**src/rtl/ccff_chain_loader_if.sv**
```systemverilog
// Word-wide bitstream stream feeding the CCFF chain loader.
// The source drives data/valid; the loader returns ready.
interface ccff_chain_loader_if #(
  parameter int WORD_W = 8
);
  logic [WORD_W-1:0] cfg_data;
  logic              cfg_valid;
  logic              cfg_ready;

  modport master (output cfg_data, output cfg_valid, input cfg_ready);
  modport slave  (input cfg_data, input cfg_valid, output cfg_ready);
endinterface

```
**src/rtl/ccff_chain_loader.sv**
```systemverilog
// CCFF chain writer: clears the chain, proves its length with a single-one
// probe, then serializes the upstream bitstream LSB first into ccff_head.
module ccff_chain_loader #(
  parameter int CHAIN_LEN = 64,
  parameter int WORD_W    = 8
) (
  input  logic               prog_clock,
  input  logic               global_reset,
  input  logic               start,
  ccff_chain_loader_if.slave cfg,
  output logic               config_enable,
  output logic               ccff_head,
  input  logic               ccff_tail,
  output logic               busy,
  output logic               done,
  output logic               error
);
  localparam int CW = $clog2(CHAIN_LEN + 2);
  localparam int BW = $clog2(WORD_W + 1);
  localparam int MW = (CW > BW) ? CW : BW;
  localparam logic [CW-1:0] LEN  = CW'(CHAIN_LEN);
  localparam logic [CW-1:0] LAST = CW'(CHAIN_LEN - 1);
  localparam logic [BW-1:0] WBITS = BW'(WORD_W);

  typedef enum logic [2:0] {IDLE, CLEAR, PROBE, LOAD, FINISH} state_t;

  state_t            state, state_nxt;
  logic [CW-1:0]     cnt, cnt_nxt, left;
  logic [WORD_W-1:0] sreg, sreg_nxt;
  logic [BW-1:0]     sbits, sbits_nxt;
  logic              en_nxt, head_nxt, ready_nxt, busy_nxt, done_nxt, error_nxt;
  logic              take;

  assign take = cfg.cfg_ready & cfg.cfg_valid;
  assign left = LEN - cnt;

  always_ff @(posedge prog_clock or posedge global_reset) begin
    if (global_reset) begin
      state         <= IDLE;
      cnt           <= '0;
      sreg          <= '0;
      sbits         <= '0;
      config_enable <= 1'b0;
      ccff_head     <= 1'b0;
      cfg.cfg_ready <= 1'b0;
      busy          <= 1'b0;
      done          <= 1'b0;
      error         <= 1'b0;
    end else begin
      state         <= state_nxt;
      cnt           <= cnt_nxt;
      sreg          <= sreg_nxt;
      sbits         <= sbits_nxt;
      config_enable <= en_nxt;
      ccff_head     <= head_nxt;
      cfg.cfg_ready <= ready_nxt;
      busy          <= busy_nxt;
      done          <= done_nxt;
      error         <= error_nxt;
    end
  end

  always_comb begin
    state_nxt = state;
    cnt_nxt   = cnt;
    sreg_nxt  = sreg;
    sbits_nxt = sbits;
    en_nxt    = 1'b0;
    head_nxt  = 1'b0;
    ready_nxt = 1'b0;
    busy_nxt  = 1'b1;
    done_nxt  = 1'b0;
    error_nxt = error;
    unique case (state)
      IDLE: begin
        busy_nxt = 1'b0;
        if (start) begin
          state_nxt = CLEAR;
          cnt_nxt   = '0;
          error_nxt = 1'b0;
          en_nxt    = 1'b1;
          busy_nxt  = 1'b1;
        end
      end
      CLEAR: begin
        en_nxt = 1'b1;
        if (cnt == LAST) begin
          state_nxt = PROBE;
          cnt_nxt   = '0;
          head_nxt  = 1'b1;
        end else begin
          cnt_nxt = cnt + CW'(1);
        end
      end
      PROBE: begin
        // The marker must surface on the tail in probe cycle CHAIN_LEN and no earlier.
        if (ccff_tail != (cnt == LEN)) begin
          error_nxt = 1'b1;
          done_nxt  = 1'b1;
          state_nxt = FINISH;
        end else if (cnt == LEN) begin
          state_nxt = LOAD;
          cnt_nxt   = '0;
          sbits_nxt = '0;
          ready_nxt = 1'b1;
        end else begin
          cnt_nxt = cnt + CW'(1);
          en_nxt  = 1'b1;
        end
      end
      LOAD: begin
        // cnt counts bits already issued to the head; the last one shifts in this cycle.
        if (cnt == LEN) begin
          state_nxt = FINISH;
          done_nxt  = 1'b1;
        end else begin
          if (sbits != '0) begin
            head_nxt  = sreg[0];
            sreg_nxt  = sreg >> 1;
            sbits_nxt = sbits - BW'(1);
            en_nxt    = 1'b1;
            cnt_nxt   = cnt + CW'(1);
          end else if (take) begin
            head_nxt  = cfg.cfg_data[0];
            sreg_nxt  = cfg.cfg_data >> 1;
            // Bits of the last word past the chain end are dropped here.
            if (MW'(left) >= MW'(WORD_W)) sbits_nxt = WBITS - BW'(1);
            else                          sbits_nxt = BW'(left) - BW'(1);
            en_nxt    = 1'b1;
            cnt_nxt   = cnt + CW'(1);
          end
          ready_nxt = (sbits_nxt == '0) && (cnt_nxt != LEN);
        end
      end
      FINISH: begin
        busy_nxt  = 1'b0;
        state_nxt = IDLE;
      end
      default: begin
        busy_nxt  = 1'b0;
        state_nxt = IDLE;
      end
    endcase
  end
endmodule

```
**src/flat_wrapper.sv**
```systemverilog
// flat-port wrapper written by rule: the top's interface ports become plain ports
module ccff_chain_loader_flat 
#(
  parameter int CHAIN_LEN = 64,
  parameter int WORD_W    = 8
)
  (prog_clock, global_reset, start, config_enable, ccff_head, ccff_tail, busy, done, error, cfg_cfg_data, cfg_cfg_valid, cfg_cfg_ready);
  ccff_chain_loader_if #(.WORD_W(WORD_W)) cfg_i ();
  input  logic prog_clock;
  input  logic global_reset;
  input  logic start;
  output logic config_enable;
  output logic ccff_head;
  input  logic ccff_tail;
  output logic busy;
  output logic done;
  output logic error;
  input wire logic [$bits(cfg_i.cfg_data)-1:0] cfg_cfg_data;
  input wire logic [$bits(cfg_i.cfg_valid)-1:0] cfg_cfg_valid;
  output wire logic [$bits(cfg_i.cfg_ready)-1:0] cfg_cfg_ready;
  assign cfg_i.cfg_data = cfg_cfg_data;
  assign cfg_i.cfg_valid = cfg_cfg_valid;
  assign cfg_cfg_ready = cfg_i.cfg_ready;
  ccff_chain_loader #(.CHAIN_LEN(CHAIN_LEN), .WORD_W(WORD_W)) u_core (.prog_clock(prog_clock), .global_reset(global_reset), .start(start), .cfg(cfg_i), .config_enable(config_enable), .ccff_head(ccff_head), .ccff_tail(ccff_tail), .busy(busy), .done(done), .error(error));
endmodule
```
**config.mk**
```make
export PLATFORM = sky130hd
export DESIGN_NAME = ccff_chain_loader_flat
export DESIGN_NICKNAME = d
export VERILOG_FILES = /design/src/rtl/ccff_chain_loader_if.sv /design/src/rtl/ccff_chain_loader.sv /design/src/flat_wrapper.sv
export SDC_FILE = /design/constraint.sdc
export NUM_CORES = 1
export LEC_CHECK = 0
export ABC_AREA = 1
export CAP_MARGIN = 15
export CORE_ASPECT_RATIO = 0.9
export CORE_MARGIN = 2
export CORE_UTILIZATION = 55
export DETAILED_ROUTE_END_ITERATION = 6
export HOLD_SLACK_MARGIN = 0.06
export PLACE_DENSITY = 0.81
export SLEW_MARGIN = 20
export SYNTH_ARGS = -nofsm -noshare
export SYNTH_HDL_FRONTEND = slang
export SYNTH_SLANG_ARGS = --single-unit
```
**constraint.sdc**
```tcl
create_clock -name prog_clock -period 2.43 [get_ports prog_clock]
set_input_delay 0.243 -clock prog_clock [delete_from_list [all_inputs] [get_ports prog_clock]]
set_output_delay 0.243 -clock prog_clock [all_outputs]
set_load 0.01 [all_outputs]
```
Word level (Yosys, flattened, before mapping)
Index checks and enable logic that the tools add are counted.
{ "totals": {"reg_bits": 28, "latchBits": 0, "ramBits": 0, "rom_bits": 0, "out_inout_bits": 6, "word_cells": 95, "n_memories": 0} }
{ "classes": {"add_sub_neg": 4, "multipliers": 0, "div": 0, "order_cmp": 1, "n_eq_ne": 15, "shift": 0, "muxes": 49, "bitwise_logic": 2, "n_reduce_logical": 14} }
{ "ops": {"columns": ["cell", "count"], "rows": [
  ["$mux W7", 9],
  ["$mux W4", 8],
  ["$pmux W7 S4", 1],
  ["$mux W1", 16],
  ["$mux W8", 2],
  ["$mux W3", 5],
  ["$pmux W3 S4", 1],
  ["$reduce_and A4 Y1", 3],
  ["$pmux W1 S2", 5],
  ["$ne A2 B1 Y1 const B", 4],
  ["$pmux W4 S2", 1],
  ["$reduce_bool A4 Y1", 2],
  ["$sub A4 B1 Y4 const B", 2],
  ["$add A7 B1 Y7 const B", 1],
  ["$eq A7 B6 Y1 const B", 1],
  ["$eq A7 B7 Y1 const B", 1],
  ["$ge A7 B4 Y1 const B", 1],
  ["$ne A7 B7 Y1 const B", 1],
  ["$sub A7 B7 Y7 const A", 1],
  ["$eq A3 B2 Y1 const B", 2],
  ["$ne A2 B2 Y1 const B", 3],
  ["$reduce_and A3 Y1", 2],
  ["$reduce_bool A2 Y1", 3],
  ["$logic_not A4 Y1", 1],
  ["9 further kinds", 9]
]} }

Depth between registers and ports, before layout
Gate-level depths: netlist of run 1.
{ "logic_depth": {"word_depth": 11, "depth_mapped": 13} }

Least setup slack after synthesis of run 1
OpenSTA, ideal clock, no wires.
{ "synth_timing": {"path_type": "reg2reg", "from": "reg u_core.cnt[0]", "to": "reg u_core.cnt[3]", "arrival_time_ps": 1981, "setup_slack_ps": 375, "path_stages_with_launch": 14, "n_path_buf": 2, "cell_sequence": "dfrtp_1 buf_4 inv_1 ha_1 nand2_2 inv_2 nand2_8 ha_1 nand2_2 o21ai_4 nor2_4 buf_6 nand2_2 o21ai_2"} }
{ "synth_between": {"elab_chain_len": 7, "elab_cells_between_ends": 16} }
{ "synth_lines": {"columns": ["element", "line", "source"], "rows": [
  ["from (decl)", "ccff_chain_loader.sv:28", "logic [CW-1:0] cnt, cnt_nxt, left;"],
  ["from (signal assigned)", "ccff_chain_loader.sv:51", "cnt <= cnt_nxt;"],
  ["$add A7 B1 Y7", null, null],
  ["$mux W7", "ccff_chain_loader.sv:123", "end else if (take) begin"],
  ["$mux W7", "ccff_chain_loader.sv:117", "if (sbits != '0) begin"],
  ["$mux W7", "ccff_chain_loader.sv:113", "if (cnt == LEN) begin"],
  ["$mux W7", "ccff_chain_loader.sv:74", "unique case (state)"],
  ["$mux W7", "ccff_chain_loader.sv:113", null],
  ["$pmux W7 S4", "ccff_chain_loader.sv:74", null]
]} }
Several ways; a longest one is shown, not always the timed one. The select of a mux whose other input is x is not followed.
A chain may end at the register's enable or synchronous reset.

Worst setup path after layout of run 1
{ "layout_timing": {"from": "reg u_core.cnt[0]", "to": "reg u_core.sbits[1]"} }
{ "layout_between": {"elab_chain_len": 9, "elab_cells_between_ends": 16} }
{ "layout_lines": {"columns": ["element", "line", "source"], "rows": [
  ["$sub A7 B7 Y7", "ccff_chain_loader.sv:35", "assign left = LEN - cnt;"],
  ["$ge A7 B4 Y1 / $sub A4 B1 Y4 (equally long branches)", "ccff_chain_loader.sv:127, ccff_chain_loader.sv:128", null],
  ["$mux W4", "ccff_chain_loader.sv:127", "if (MW'(left) >= MW'(WORD_W)) sbits_nxt = WBITS - BW'(1);"],
  ["$mux W4", "ccff_chain_loader.sv:123", null],
  ["$mux W4", "ccff_chain_loader.sv:117", null],
  ["$mux W4", "ccff_chain_loader.sv:113", null],
  ["$mux W4", "ccff_chain_loader.sv:74", null],
  ["$mux W4", "ccff_chain_loader.sv:113", null],
  ["$pmux W4 S2", "ccff_chain_loader.sv:74", null],
  ["to (signal assigned)", "ccff_chain_loader.sv:53", "sbits <= sbits_nxt;"],
  ["to (decl)", "ccff_chain_loader.sv:30", "logic [BW-1:0] sbits, sbits_nxt;"]
]} }
Several ways; a longest one is shown, not always the timed one. The select of a mux whose other input is x is not followed.

==> metrics, run 1 <==
TritonCTS buffer count=3; Arrival @ worst endpoint=2340 ps; Final Critical Period=2190 ps; worst hold margin=325 ps; Synth cell types=41; cts hold-fix bufs=0; final period utilization=0.899; largest net degree at the start of global routing=28; antenna violations before repair=0; grt total ovfl=0; Via-to-Cell Ratio=5.39; synthesized instance count=262; kind of critical path=register to register; Post-Layout Cell Count=323; Seq/Total Area, Yosys=0.336; Total GRT Usage=0.218; post-CTS setup buffer count=0; Die Area=4150 µm²; synth cell count leaders=60 x nand2_1, 31 x nor2_1, 27 x dfrtp_1, 27 x inv_1, 17 x o21ai_0; VDD IR max=0.000718 V; reg2reg path depth=10; CTS tree=done; max-cap viol count=0; share of cells above drive strength 1=0.186; critical path data required time=2580 ps; clk_lat worst skew=270 ps; Synth Net Count=280; type of the worst min-delay path=primary input to asynchronous set/reset pin; Critical R2R Launch=u_core.cnt[0]; Main synth FF type=dfrtp_1; Core ar.=3430 µm²; crit end category=register; P&R area growth vs syn=12.1%; Yosys warning count=0; Avg Cell Area, Syn=7.67 µm²; Worst setup SP type=register; post-DR wirelength/cell=12.7 µm; Cell Area, Synth=2010 µm²; setup TNS=0 ps; Post-CTS Resized=0; Final ANT Viol Nets=0; CTS Sinks=27; reg2reg setup slack=240 ps; gp weighted congestion=0.891; Post-synth EDFFs=0; clock-pin slew on the worst setup and hold paths=100 ps; reg2reg end=u_core.sbits[1]; RSZ-0062 raised after global routing=no; fin util=0.657; vias in the first global route=1471; first-pass GRT wire length=6.74 mm; hpwl dp=3.13 mm; Rows=20; detailed-route wire length=4.09 mm; Initial Util=0.586; H-tree levels=1; residual DRC count=0; Worst Tran Pin Value=461 ps; final setup fails=0; Pre-Repair DR Iteration Count=4; Iteration-0 DRC Markers=136; Worst Skew=8.24 ps; Final nets=298; Synth top area share=0.336; PortBufs=18; Slew headroom=0.691; root buf cell=clkbuf_8; Placed Cells=319; Die Ht=61.3 µm; maximum fanout along the worst path=9; top-count cell post-synth=nand2_1; Fin. Hold Viols=0; via count=1742; #FFs+latches synth=27; Ports=19; status=finished clean; Leakage Power=1.05 nW; power per cell area=1320 nW/µm²; deepest clock path buffer count=2; Die X=67.7 µm; fmax=458 MHz; Antenna Cells=0; Yosys top cell by area=dfrtp_1; Slew Viols, Final=0; synth top area cells=dfrtp_1 34%, nand2_1 11%, nor2_1 5.8%; fraction of registers with async set/reset=1.00
[worst max path at each step]
stage | start | to | slack (ps)
final | u_core.cnt[0] | u_core.sbits[1] | 240
after global routing | u_core.cnt[0] | u_core.state[1] | 20
after CTS | u_core.cnt[0] | u_core.sbits[3] | 250
after detailed placement | u_core.cnt[0] | u_core.sbits[3] | 250
after global placement | u_core.cnt[0] | u_core.sbits[2] | 350
after floorplan | u_core.cnt[0] | u_core.cnt[3] | 370
[critical path, stage by stage, from the launching register on]
cell and delay (ps):
dfrtp_1 490, inv_1 170, ha_1 260, nand2_2 80, inv_2 90, nand2_8 80
ha_1 320, nand2_2 120, o21ai_4 90, nor4_4 220, o21ai_0 120
[placed cells by master (no fill, tap or decap), drive strengths merged]
cell type      netlist  routed
nand2               74      74
nor2                39      39
inv                 33      33
o21ai               33      33
dfrtp               27      27
clkdlybuf4s50        0      18
nand3               11      11
nand4                6       6
ha                   5       5
o31ai                4       4
a21oi                4       4
o22ai                3       3
clkbuf               0       3
nor3                 3       3
buf                  8       3
xor2                 2       2
a22oi                2       2
o211ai               1       1
nor4                 1       1
a31oi                1       1
nor3b                1       1
or2                  1       1
xnor2                1       1
o32ai                1       1
a32o                 1       1
clkinvlp             0       1
[layer usage]
layer / routed length [µm] / track usage
met1: 1970 / 0.317
met2: 1890 / 0.339
met3: 217 / 0.0439
met4: 23 / 0.0466
met5: 0 / 0
[area by class of cell]
type / count / area, µm²
clock inverters: 1 / 7.51
flip-flops and latches: 27 / 676
fillers: 288 / 1180
repair buffers: 21 / 215
clock buffers: 3 / 41.3
multi-input cells: 194 / 1130
inverters: 33 / 131
well taps: 44 / 55.1
[flip-flops by register name, indices dropped and copies added, names as in the netlist]
register and count:
u_core.error 1, u_core.state 3, u_core.sreg 7, u_core.sbits 4
u_core.cnt 7, u_core.config_enable 1, u_core.cfg.cfg_ready 1, u_core.done 1
u_core.busy 1, u_core.ccff_head 1
[metrics by stage]
step,worst slack [ps],power (mW),instance area [µm²]
2_1_floorplan,375,2.34,2010
3_3_place_gp,352,2.66,2200
3_5_place_dp,253,2.70,2200
4_1_cts,249,2.98,2250
5_1_grt,24.8,3.27,2250
6_report,245,2.97,2250
[logic make-up (layout without fill, tap and decap cells)]
group | count (synthesis) | in the layout | synth area share
buffers and inverters | 41 | 58 | 0.103
AO/OA/AOI/OAI | 50 | 50 | 0.170
XOR/XNOR | 3 | 3 | 0.0131
adder cells (fa/ha/maj) | 5 | 5 | 0.0311
AND/OR/NAND/NOR | 136 | 136 | 0.346
flip-flops | 27 | 27 | 0.336
[report_power, final]
part	internal [mW]	switching, mW
clock	0.116	0.145
combinational	0.699	1.25
sequential	0.609	0.149
(Power assumes the default switching activity.)
==> run 2, diff against run 1 <==
--- a/config.mk
+++ b/config.mk
@@ -8,8 +8,9 @@
 export ABC_AREA = 1
 export CAP_MARGIN = 15
 export CORE_ASPECT_RATIO = 0.9
-export CORE_MARGIN = 2
+export CORE_MARGIN = 4
 export CORE_UTILIZATION = 55
+export CTS_CLUSTER_DIAMETER = 100
 export DETAILED_ROUTE_END_ITERATION = 6
 export HOLD_SLACK_MARGIN = 0.06
 export PLACE_DENSITY = 0.81
==> metrics, run 2 (synthesis gave the netlist of run 1 again) <==
crit end category=register; post-DR wirelength/cell=13.4 µm; reg2reg path depth=10; Rows=20; power per cell area=1330 nW/µm²; largest net degree at the start of global routing=28; Antenna Cells=0; hpwl dp=3.29 mm; Final Critical Period=2180 ps; Final nets=298; TritonCTS buffer count=3; fmax=459 MHz; Post-CTS Resized=0; Die X=71.7 µm; commonest non-fill, non-tap cell in the layout=nand2_1; Leakage Power=1.05 nW; grt total ovfl=0; CP max stage cell=dfrtp_1; Via-to-Cell Ratio=5.38; kind of critical path=register to register; Initial Util=0.582; Die Ht=65.3 µm; final period utilization=0.896; deepest clock path buffer count=2; Pre-Repair DR Iteration Count=4; Total GRT Usage=0.205; critical path data required time=2580 ps; Worst path top cell family by delay=adder cells; Arrival @ worst endpoint=2330 ps; cts hold-fix bufs=0; max-cap viol count=0; vias in the first global route=1660; setup TNS=0 ps; worst-path cell chain=inv_1, ha_1, nand2_2, inv_2, nand2_8, ha_1, nand2_2, o21ai_4, nor4_4, o21ai_0; Worst Tran Pin Value=472 ps; detailed-route wire length=4.33 mm; CTS tree=done; root buf cell=clkbuf_8; share of cells above drive strength 1=0.186; Iteration-0 DRC Markers=171; H-tree levels=1; CP peak stage delay=490 ps; fin util=0.651; reg2reg end=u_core.sbits[1]; Core ar.=3450 µm²; maximum fanout along the worst path=9; residual DRC count=0; gp weighted congestion=0.911; antenna violations before repair=0; type of the worst min-delay path=primary input to asynchronous set/reset pin; first-pass GRT wire length=7.69 mm; Ports=19; reg2reg setup slack=250 ps; VDD IR max=0.000892 V; status=finished clean; Fin. Hold Viols=0; PortBufs=18; biggest regs=u_core.cnt: 7 flops, u_core.sreg: 7 flops, u_core.sbits: 4 flops; via count=1737; RSZ-0062 raised after global routing=no; crit path buf inv count=2; Worst Skew=3.44 ps; Slew Viols, Final=0; post-CTS setup buffer count=0; final setup fails=0; Critical R2R Launch=u_core.cnt[0]; Die Area=4690 µm²; Final ANT Viol Nets=0; most frequent cells in the layout=60 x nand2_1, 31 x nor2_1, 27 x inv_1, 27 x dfrtp_1, 18 x clkdlybuf4s50_1; Worst setup SP type=register; clock-pin slew on the worst setup and hold paths=90 ps; Slew headroom=0.684; P&R area growth vs syn=12.0%; clk_lat worst skew=270 ps; CTS Sinks=27
run 2: cell count changes in the layout (fill, tap and decap cells not counted):
cell	previous run	this run
clkinv_2	0	1
clkinvlp_4	1	0
run 2: how the worst max path moves through the flow:
stage	start	end	slack [ps]	cells after the start
finish	u_core.cnt[0]	u_core.sbits[1]	250	10
floorplan	u_core.cnt[0]	u_core.cnt[3]	370	13
global placement	u_core.cnt[0]	u_core.sbits[3]	350	10
CTS	u_core.cnt[0]	u_core.sbits[1]	260	10
detailed placement	u_core.cnt[0]	u_core.sbits[1]	280	10
global route	u_core.cnt[0]	u_core.state[0]	70	11
run 2: metrics by stage:
step | instances | hold slack [ps] | instance area (µm²) | setup slack [ps] | total power, mW
2_1_floorplan | 262 | 296 | 2010 | 375 | 2.34
3_3_place_gp | 319 | 469 | 2200 | 348 | 2.67
3_5_place_dp | 319 | 475 | 2200 | 276 | 2.71
4_1_cts | 323 | 340 | 2250 | 258 | 2.99
5_1_grt | 323 | 364 | 2250 | 68.7 | 3.31
6_report | 323 | 331 | 2250 | 252 | 2.99
run 2: report_power, final:
group	internal [mW]	switching, mW	leakage [nW]
combinational	0.699	1.28	0.673
clock	0.115	0.139	0.0255
sequential	0.609	0.150	0.354
total	1.42	1.57	1.05
run 2: layer usage:
layer | vias to the layer above | global-route usage | wire, µm
met5 | - | 0 | 0
met3 | 8 | 0.0352 | 229
met4 | 0 | 0.0634 | 76
met2 | 52 | 0.319 | 1950
li1 | 893 | - | -
met1 | 784 | 0.289 | 2070
run 2: final cells by class:
type	instances	area (µm²)
clock buffers	3	41.3
clock inverters	1	5.00
fillers	312	1200
inverters	33	131
multi-input cells	194	1130
flip-flops and latches	27	676
well taps	44	55.1
repair buffers	21	215
run 2: worst register-to-register path: stages, from the launching register on:
cell,delay (ps)
dfrtp_1,490
inv_1,170
ha_1,260
nand2_2,90
inv_2,90
nand2_8,80
ha_1,320
nand2_2,120
o21ai_4,90
nor4_4,240
o21ai_0,130
